--- src/rtl/pc_pkg.sv ---
// Shared definitions for the program-counter block: default geometry and next-PC select encoding.
// Alignment support is controlled by the PCCHOOSE_ALIGN_EN macro in pc_choose.
package pc_pkg;

    localparam int unsigned PC_WIDTH = 32;
    localparam logic [PC_WIDTH-1:0] PC_RESET_VECTOR = 32'h0000_0000;

    typedef enum logic [1:0] {
        SEL_PC4    = 2'd0,
        SEL_BRANCH = 2'd1,
        SEL_JUMP   = 2'd2
    } pc_sel_e;

    // Branch-taken term; beq and bne together always take.
    function automatic logic branch_take(input logic beq, input logic bne, input logic zero);
        return (beq & zero) | (bne & ~zero);
    endfunction

endpackage

--- src/rtl/pc_next_sel.sv ---
// Combinational next-PC source selection from decoded branch/jump controls and the ALU zero flag.
// Jump outranks any branch condition.
module pc_next_sel
    import pc_pkg::*;
(
    input  logic    beq,
    input  logic    bne,
    input  logic    jump,
    input  logic    zero,
    output pc_sel_e sel
);

    always_comb begin
        sel = SEL_PC4;
        if (jump) begin
            sel = SEL_JUMP;
        end else if (branch_take(beq, bne, zero)) begin
            sel = SEL_BRANCH;
        end
    end

endmodule

--- src/rtl/pc_choose.sv ---
// Program-counter register loading PC+4, branch target or jump target on every rising edge.
// Define PCCHOOSE_ALIGN_EN to word-align loads and add the registered misaligned flag.
module pc_choose
    import pc_pkg::*;
#(
    parameter int unsigned           WIDTH        = PC_WIDTH,
    parameter logic [WIDTH-1:0]      RESET_VECTOR = PC_RESET_VECTOR
) (
    input  logic             clk,
    input  logic             reset,
    input  logic [WIDTH-1:0] PC4,
    input  logic [WIDTH-1:0] branchAddr,
    input  logic [WIDTH-1:0] jumpAddr,
    input  logic             beq,
    input  logic             bne,
    input  logic             jump,
    input  logic             zero,
`ifdef PCCHOOSE_ALIGN_EN
    output logic             misaligned,
`endif
    output logic [WIDTH-1:0] PC
);

    pc_sel_e          sel;
    logic [WIDTH-1:0] next_raw;
    logic [WIDTH-1:0] pc_d;
    logic [WIDTH-1:0] pc_q;

    pc_next_sel u_pc_next_sel (
        .beq  (beq),
        .bne  (bne),
        .jump (jump),
        .zero (zero),
        .sel  (sel)
    );

    always_comb begin
        next_raw = PC4;
        unique case (sel)
            SEL_PC4:    next_raw = PC4;
            SEL_BRANCH: next_raw = branchAddr;
            SEL_JUMP:   next_raw = jumpAddr;
            default:    next_raw = PC4;
        endcase
    end

`ifdef PCCHOOSE_ALIGN_EN
    logic misaligned_d;
    logic misaligned_q;

    always_comb begin
        pc_d         = {next_raw[WIDTH-1:2], 2'b00};
        misaligned_d = |next_raw[1:0];
    end

    always_ff @(posedge clk or posedge reset) begin
        if (reset) begin
            misaligned_q <= 1'b0;
        end else begin
            misaligned_q <= misaligned_d;
        end
    end

    assign misaligned = misaligned_q;
`else
    always_comb begin
        pc_d = next_raw;
    end
`endif

    always_ff @(posedge clk or posedge reset) begin
        if (reset) begin
            pc_q <= RESET_VECTOR;
        end else begin
            pc_q <= pc_d;
        end
    end

    assign PC = pc_q;

endmodule

--- config.mk ---
export PLATFORM = sky130hd
export DESIGN_NAME = pc_choose
export DESIGN_NICKNAME = d
export VERILOG_FILES = /design/src/rtl/pc_pkg.sv /design/src/rtl/pc_next_sel.sv /design/src/rtl/pc_choose.sv
export SDC_FILE = /design/constraint.sdc
export NUM_CORES = 1
export LEC_CHECK = 0
export BUFFER_PORTS_ARGS = -buffer_cell sky130_fd_sc_hd__buf_2
export CORE_UTILIZATION = 39
export DETAILED_ROUTE_END_ITERATION = 12
export HOLD_SLACK_MARGIN = 0.03
export PLACE_DENSITY = 0.89
export SLEW_MARGIN = 10
export SYNTH_ARGS = -nofsm -noshare
export SYNTH_HDL_FRONTEND = slang
export SYNTH_SLANG_ARGS = --single-unit
export TNS_END_PERCENT = 1
--- constraint.sdc ---
create_clock -name clk -period 2.2 [get_ports clk]
set_clock_uncertainty 0.15 [all_clocks]
set_input_delay 0 -clock clk [delete_from_list [all_inputs] [get_ports clk]]
set_output_delay 0 -clock clk [all_outputs]
set_load 0.01 [all_outputs]
==> results.py <==
metrics = {
    "place": {
        "place_congestion": 0.7809,
        "dp.cells": 280,
        "place_ws_ps": 275.9,
        "port_buffers": 133,
        "placed_cell_area_mm2": 0.002093,
        "hpwl_um": 3405,
    },
    "job": {
        "maxCapViolCount": 0,
    },
    "route": {
        "routed_wl_um": 6632,
        "vias_per_cell": 5.227,
        "drc": 0,
        "vias": 1845,
        "drtPass1Iterations": 4,
        "avgRoutedWirePerCell_um": 18.79,
        "drt_iter0_markers": 198,
        "final_antenna_net_count": 0,
    },
    "final_layout": {
        "finalNetCount": 408,
        "antenna_cells": 0,
        "instances_no_fill": 353,
        "area_delta_synth_final_pct": 97.49,
        "largest_reg_flops": 32,
        "fillCellCount": 200,
        "layout-drive-gt1-share_pct": 47.56,
        "fin_area_mm2": 0.002856,
    },
    "yosys": {
        "async_reset_ff_share_pct": 100.0,
        "synth-main-ff-cell": "dfrtp_1",
        "syn_nets": 212,
        "postSynthAreaPerCell_um2": 13.15,
        "synth_seq_cells": 32,
        "synthesis.area_mm2": 0.001446,
        "synth_top_area_share_pct": 55.36,
        "synth.top_cells.by_count": "32 x and2_1, 32 x dfrtp_1, 30 x a221o_1",
        "ys_types": 11,
        "synthCells": 110,
        "synth_top_area_cell": "dfrtp_1",
        "ys_warn_count": 0,
        "ys_seq_area_share_pct": 55.36,
        "synth_area_leaders": "dfrtp_1 55%, a221o_1 21%, and2_1 14%",
        "synth_edf_count": 0,
    },
    "sta": {
        "finalMaxSlewViolations": 0,
        "setup-tns-final_ps": 0,
        "tightest_slew_ps": 787.9,
        "relSlewSlack_pct": 47.35,
        "finalHoldViolations": 0,
        "max_freq_mhz": 546.6,
        "fin_ws_ps": 370.6,
        "min_period_ps": 1829,
        "min_period_over_period_pct": 83.15,
        "grt_setup_unrepaired": "no",
        "setup_viol": 0,
    },
    "floorplanning": {
        "die_h_um": 62.90,
        "die-area_mm2": 0.003956,
        "die_width_um": 62.90,
        "initial_core_util_pct": 42.02,
        "pin_count": 134,
        "rows": 21,
        "fp.coreArea_mm2": 0.003442,
    },
    "critical_path": {
        "crit_path_start_kind": "input pin",
        "path_max_fanout": 32,
        "crit_type": "in2reg",
        "cp.required_ps": 2270,
        "cp.arrival_ps": 1900,
        "cp-end-kind": "register",
    },
    "grt": {
        "gr-usage-all-layers_pct": 32.78,
        "grt_pass1_vias": 1946,
        "gr-total-overflow": 0,
        "grt_max_degree": 35,
        "grt_first_pass_wirelength_um": 9673,
        "antenna_found_initial": 0,
    },
    "clock_tree": {
        "clk_pin_slew_worst_paths_ps": 80,
        "numCtsBuffers": 5,
        "clock-root-buffer": "clkbuf_8",
        "cts_tree": "yes",
        "postCtsSetupBuffers": 0,
        "cts.sinks": 32,
        "cts.path.max_buffers": 2,
        "h-tree-depth": 2,
    },
    "hold_path": {
        "hp-class": "in2async",
    },
    "run_status": {
        "outcome": "complete, no violations",
    },
    "power": {
        "p_total_mw": 1.697,
        "irDropWorstVdd_v": 0.0005166,
        "leakagePower_nw": 1.474,
        "power_density_mw_per_mm2": 594.2,
    },
}
## power breakdown
part / internal, mW / leakage, nW / switching, mW / total, mW
logic: 0.275 / 1.03 / 0.189 / 0.465
clock network: 0.336 / 0.0552 / 0.231 / 0.567
registers: 0.645 / 0.385 / 0.0209 / 0.666
total: 1.26 / 1.47 / 0.441 / 1.70
## final timing paths
kind / start / to / slack (ps) / cells past startpoint
min in group clk: PC4[1] / PC[1] / 330 / 3
worst min-delay path: reset / PC[18] / 200 / 3
worst max-delay path: zero / PC[9] / 370 / 5
max in group asynchronous: reset / PC[16] / 1010 / 4
## metrics by stage
stage / utilization [%] / hold slack [ps]
6_report: 82.99 / 197.3
3_3_place_gp: 60.81 / -69.69
3_5_place_dp: 60.81 / -65.05
4_1_cts: 82.84 / 194.6
2_1_floorplan: - / -33.80
5_1_grt: 82.99 / 248.9
## kinds of logic after synthesis
| kind of cell | after synthesis | share of synthesized area, % |
|---|---|---|
| buffers and inverters | 11 | 6.228 |
| AOI/OAI and AO/OA | 32 | 22.32 |
| muxes | 1 | 1.038 |
| and+or+nand+nor | 34 | 15.05 |
| DFF | 32 | 55.36 |
## layout by cell type, fill, tap and decap left out, types with 2 or more instances in the layout
master and instances:
a221o_2 2, clkbuf_8 5, and2_1 32, buf_2 133
a221o_1 30, dfrtp_1 32, dlygate4sd3_1 65
## repair_timing
item | CTS | global route
hold endpoints to repair | 47 | 0
resized for setup | 0 | 0
hold buffers | 65 | 0
## metal layers
metal / track usage [%] / wire length [µm]
met1: 34.26 / 2462
met2: 60.62 / 3502
met3: 7.482 / 479
met4: 15.99 / 187
met5: 0 / 0
## worst max-delay path, stage by stage
cell,delay (ps)
buf_2,110
mux2_4,320
nor2_4,600
a221o_1,300
dlygate4sd3_1,560
## final cells by class
cell class | instances | area (µm²) | share of cell area, %
repair buffers | 199 | 1324 | 46.34
flip-flops and latches | 32 | 800.8 | 28.03
multi-input cells | 67 | 563.0 | 19.71
clock buffers | 6 | 72.57 | 2.541
well taps | 46 | 57.56 | 2.015
clock inverters | 2 | 35.03 | 1.226
inverters | 1 | 3.754 | 0.1314
No activity file was read; power rests on OpenSTA's default activity.
